File: config.mk
export PLATFORM = sky130hd
export DESIGN_NAME = k12a_alu_sequencer
export DESIGN_NICKNAME = d
export VERILOG_FILES = /design/src/rtl/k12a_alu_sequencer.sv
export SDC_FILE = /design/constraint.sdc
export NUM_CORES = 1
export LEC_CHECK = 0
export ABC_CLOCK_PERIOD_IN_PS = 1200
export CELL_PAD_IN_SITES_DETAIL_PLACEMENT = 0
export CELL_PAD_IN_SITES_GLOBAL_PLACEMENT = 2
export CORE_UTILIZATION = 20
export CTS_BUF_LIST = sky130_fd_sc_hd__clkbuf_16
export DETAILED_ROUTE_END_ITERATION = 10
export PLACE_DENSITY = 0.8
export SYNTH_ARGS = -nofsm -noshare
export SYNTH_HDL_FRONTEND = slang
export SYNTH_SLANG_ARGS = --single-unit
File: constraint.sdc
create_clock -name clock -period 1.2 [get_ports clock]
set_input_delay 0.12 -clock clock [delete_from_list [all_inputs] [get_ports clock]]
set_output_delay 0.12 -clock clock [all_outputs]
set_load 0.02 [all_outputs]
File: src/rtl/k12a_alu_sequencer.sv
// K12A ALU sequencer: decodes a captured instruction and steps the ALU/register controls, done N+3 (legal) or N+1 (illegal).
// Backpressure: start is only accepted in IDLE; any start while busy or in DONE is dropped.
package k12a_alu_pkg;
  typedef enum logic {
    ALU_OPERAND_SEL_B    = 1'b0,
    ALU_OPERAND_SEL_INST = 1'b1
  } alu_operand_sel_t;
endpackage

module k12a_alu_sequencer
  import k12a_alu_pkg::*;
(
  input  logic             clock,
  input  logic             reset_n,
  input  logic             start,
  input  logic [15:0]      inst,
  input  logic             alu_condition,
  output logic [15:0]      inst_q,
  output alu_operand_sel_t alu_operand_sel,
  output logic             alu_subtract,
  output logic             alu_load,
  output logic             a_load,
  output logic             b_load,
  output logic             busy,
  output logic             done,
  output logic             error,
  output logic             skip,
  output logic [7:0]       retired_count
);

  typedef enum logic [2:0] {
    ST_IDLE  = 3'd0,
    ST_EXEC  = 3'd1,
    ST_WRITE = 3'd2,
    ST_COND  = 3'd3,
    ST_DONE  = 3'd4
  } state_t;

  state_t state_q, state_d;

  logic accept;
  logic new_legal;
  logic cls_cmp;
  logic cls_imm;
  logic entering_done;

  // Legal classes are 0x0..0x3, so only the top two class bits decide legality.
  assign new_legal     = (inst[15:14] == 2'b00);
  assign accept        = (state_q == ST_IDLE) && start;
  assign cls_cmp       = inst_q[13];
  assign cls_imm       = inst_q[12];
  assign entering_done = (state_d == ST_DONE) && (state_q != ST_DONE);

  always_comb begin
    state_d = state_q;
    unique case (state_q)
      ST_IDLE:  if (start) state_d = new_legal ? ST_EXEC : ST_DONE;
      ST_EXEC:  state_d = cls_cmp ? ST_COND : ST_WRITE;
      ST_WRITE: state_d = ST_DONE;
      ST_COND:  state_d = ST_DONE;
      ST_DONE:  state_d = ST_IDLE;
      default:  state_d = ST_IDLE;
    endcase
  end

  always_ff @(posedge clock) begin
    if (!reset_n) begin
      state_q       <= ST_IDLE;
      inst_q        <= 16'h0000;
      skip          <= 1'b0;
      error         <= 1'b0;
      retired_count <= 8'h00;
    end else begin
      state_q <= state_d;
      if (accept) inst_q <= inst;
      if (state_q == ST_COND) skip <= alu_condition ^ inst_q[11];
      // Only the IDLE->DONE shortcut is taken by illegal classes.
      if (entering_done) begin
        error <= (state_q == ST_IDLE);
        if (state_q != ST_IDLE) retired_count <= retired_count + 8'd1;
      end
    end
  end

  always_comb begin
    alu_operand_sel = ALU_OPERAND_SEL_B;
    alu_subtract    = 1'b0;
    alu_load        = 1'b0;
    a_load          = 1'b0;
    b_load          = 1'b0;
    busy            = (state_q != ST_IDLE);
    done            = (state_q == ST_DONE);
    if ((state_q == ST_EXEC) || (state_q == ST_WRITE) || (state_q == ST_COND)) begin
      alu_operand_sel = cls_imm ? ALU_OPERAND_SEL_INST : ALU_OPERAND_SEL_B;
      alu_subtract    = cls_cmp || (inst_q[10:8] == 3'h5);
    end
    if (state_q == ST_WRITE) begin
      alu_load = 1'b1;
      a_load   = ~inst_q[11];
      b_load   = inst_q[11];
    end
  end

endmodule

==> out/metrics.cfg <==
[placement]
place_congestion=0.720
preCtsSetupSlack_ns=-0.246
dp_hpwl_mm=2.58
port_buffers=52

[logic_synthesis]
postSynthAreaPerCell_um2=8.62
synth_top_family_by_area=simple AND/OR/NAND/NOR gates
netlist_area_um2=1230
synthAdderAreaFrac_pct=1.02
synth_compound_area_share_pct=11.9
ys_warn_count=0
muxShareOfSynthArea_pct=0
synth-xor-area-share_pct=4.97
ys_ff_latch=29
seq_area_frac_synth_pct=47.1
synthSimpleGateAreaFrac_pct=28.1
synthCells=143
ys_types=36
syn-num-nets=164

[grt]
grt_start_max_net_pins=14
antenna_found_initial=0
grt_first_pass_wirelength_mm=5.72
grt_use_total_pct=11.9
grt_pass1_vias=1203
overflow=0

[drt]
antenna_left=0
vias_per_cell=4.16
route.detailed.drc=0
num_vias=1249
wire_per_inst_um=12.0
dr.first_iter.drc_count=31
dr.pass1.iters=4
routed_wl_mm=3.60

[power_and_ir_drop]
p_leak_nw=1.03
power_density_nw_per_um2=1170
vdd_drop_max_mv=0.561

[die]
initial_core_util_pct=20.8
rows=28
die_area_um2=6480
io_pins=53
core_um2=5920
die_h_um=80.5
die_x_um=80.5

[sta]
holdWs_ns=0.397
setup_ws_ns=-0.139
finalMaxSlewViolations=0
period_minus_slack_ns=1.34
hold_viol=0
relSlewSlack_pct=84.8
finalSetupViolCount=22
finalClockSkew_ns=0.00567
post-route-period-util_pct=112
max_freq_mhz=747
worst_pin_slew_ns=0.226
rsz0062_at_grt=true

[clocking]
clock-sinks=29
clock_latency_ns=0.27
cts-root-buf=clkbuf_16
cts_hold_buf=0
cts_buffer_depth=2
path_clk_slew_ns=0.05
htreeDepth=2
cts_tree=done
cts-buffers-inserted=5

[critical_path]
crit_type=flip-flop to flip-flop
crit_arrival_ns=1.54
cp-end-kind=flip-flop
worstPathRequired_ns=1.40
crit_path_start_kind=flip-flop
critPathMaxFanout=5

[cells_and_area]
seqCellArea_um2=601
fin_nets=245
nFillCells=619
post-route-util_pct=38.3
diodes=0
drive_above_1_share_pct=39.1
multiInputGateArea_um2=686
syn2layout_area_growth_pct=84.2

[run_status]
status=complete, but fails checks
violations=negative setup slack

[min_path]
hold_path.class=input pin to flip-flop

[run]
drv_cap=0

## where the power goes
part / leakage [nW] / internal, W / switching (W)
clock: 0.0696 / 0.000758 / 0.000425
sequential: 0.242 / 0.00100 / 0.0000275
combinational: 0.713 / 0.000226 / 0.000219
total: 1.03 / 0.00199 / 0.000671
## cells by family after synthesis
group                      Yosys count
buffers and inverters               13
and+or+nand+nor                     68
xor gates and xnor gates             7
DFF                                 29
adders and majority gates            1
AOI/OAI and AO/OA                   25
## worst paths after layout
path | end | cells past startpoint | from | slack (ns)
worst max-delay path | inst_q[6]$_SDFFE_PN0P_ | 7 | state_q[1]$_SDFF_PN0_ | -0.14
worst min-delay path | inst_q[10]$_SDFFE_PN0P_ | 3 | inst[10] | 0.40
worst max register to register | inst_q[6]$_SDFFE_PN0P_ | 7 | state_q[1]$_SDFF_PN0_ | -0.14
worst min register to register | inst_q[4]$_SDFFE_PN0P_ | 2 | inst_q[4]$_SDFFE_PN0P_ | 0.45
## area by class of cell
cell class	count	share of cell area, %
Clock inverter	3	0.772
Multi-Input combinational cell	101	30.2
Sequential cell	29	26.5
Timing Repair Buffer	82	32.1
Clock buffer	5	5.51
Tap cell	75	4.13
Inverter	5	0.827
## placed cells by master, fill, tap and decap left out, drive strengths merged, types with 3 or more instances in the layout
master and instances:
xnor2 5, clkinv 3, nor4 3, nor2 10, a21oi 19, clkbuf 6, nor3 5, nand2 38
buf 37, dfxtp 29, clkdlybuf4s50 19, dlygate4sd2 25, inv 4
## repair_timing
| action | in CTS | in global routing |
|---|---|---|
| setup endpoints to repair | 53 | 31 |
| pin swaps | 8 | 14 |
| cloned | 1 | 0 |
| buffers inserted | 3 | 1 |
| gates resized for setup | 88 | 25 |
## synthesized netlist by cell type
library cell	n	area (um^2)
nand2_1	37	139
dfxtp_1	29	581
a21oi_1	17	85.1
nor2_1	10	37.5
xnor2_1	5	43.8
inv_1	4	15.0
nor3_1	4	20.0
buf_6	3	33.8
a21oi_2	2	17.5
a31oi_1	2	12.5
and2_1	2	12.5
nand4_1	2	12.5
nor4_4	2	42.5
xor2_1	2	17.5
a311oi_1	1	8.76
and3_1	1	6.26
buf_1	1	3.75
buf_2	1	5.00
buf_8	1	15.0
clkbuf_1	1	3.75
clkbuf_2	1	5.00
clkinv_1	1	3.75
ha_1	1	12.5
nand2_2	1	6.26
nand2b_4	1	13.8
nand3_1	1	5.00
nor2b_1	1	6.26
nor3_2	1	10.0
nor3b_1	1	7.51
nor4_1	1	6.26
nor4b_1	1	8.76
o211a_1	1	10.0
o21a_1	1	7.51
o21ai_0	1	5.00
or2_2	1	6.26
or3_1	1	6.26
## worst max-delay path, stage by stage (launching register included)
cell     delay, ns
dfxtp_4       0.35
buf_6         0.12
nor3_4        0.20
buf_6         0.13
and2_4        0.17
buf_6         0.13
nand2_1       0.07
a21oi_2       0.11
## sequential cells by signal, indices dropped and copies added (netlist names)
register and flops:
retired_count 8, error 1, skip 1, inst_q 16, state_q 3
## layer usage
layer | vias to the layer above | global-route usage (%) | wire length (um) | part of all wire, %
li1 | 636 | - | - | -
met1 | 582 | 14.6 | 1630 | 45
met2 | 26 | 19.5 | 1770 | 49
met3 | 5 | 3.41 | 144 | 4.0
met4 | 0 | 4.29 | 48 | 1.3
met5 | - | 0 | 0 | 0
## through the flow
stage	std cells	setup TNS (ns)	area [um^2]	power (W)
finish	300	-2.15	2270	0.00266
global route	300	-3.60	2270	0.00278
CTS	300	-2.36	2190	0.00268
detailed placement	288	-4.48	1990	0.00147
global placement	288	-4.52	1990	0.00148
floorplan	143	-0.0261	1240	0.00124
(Power assumes the default switching activity.)
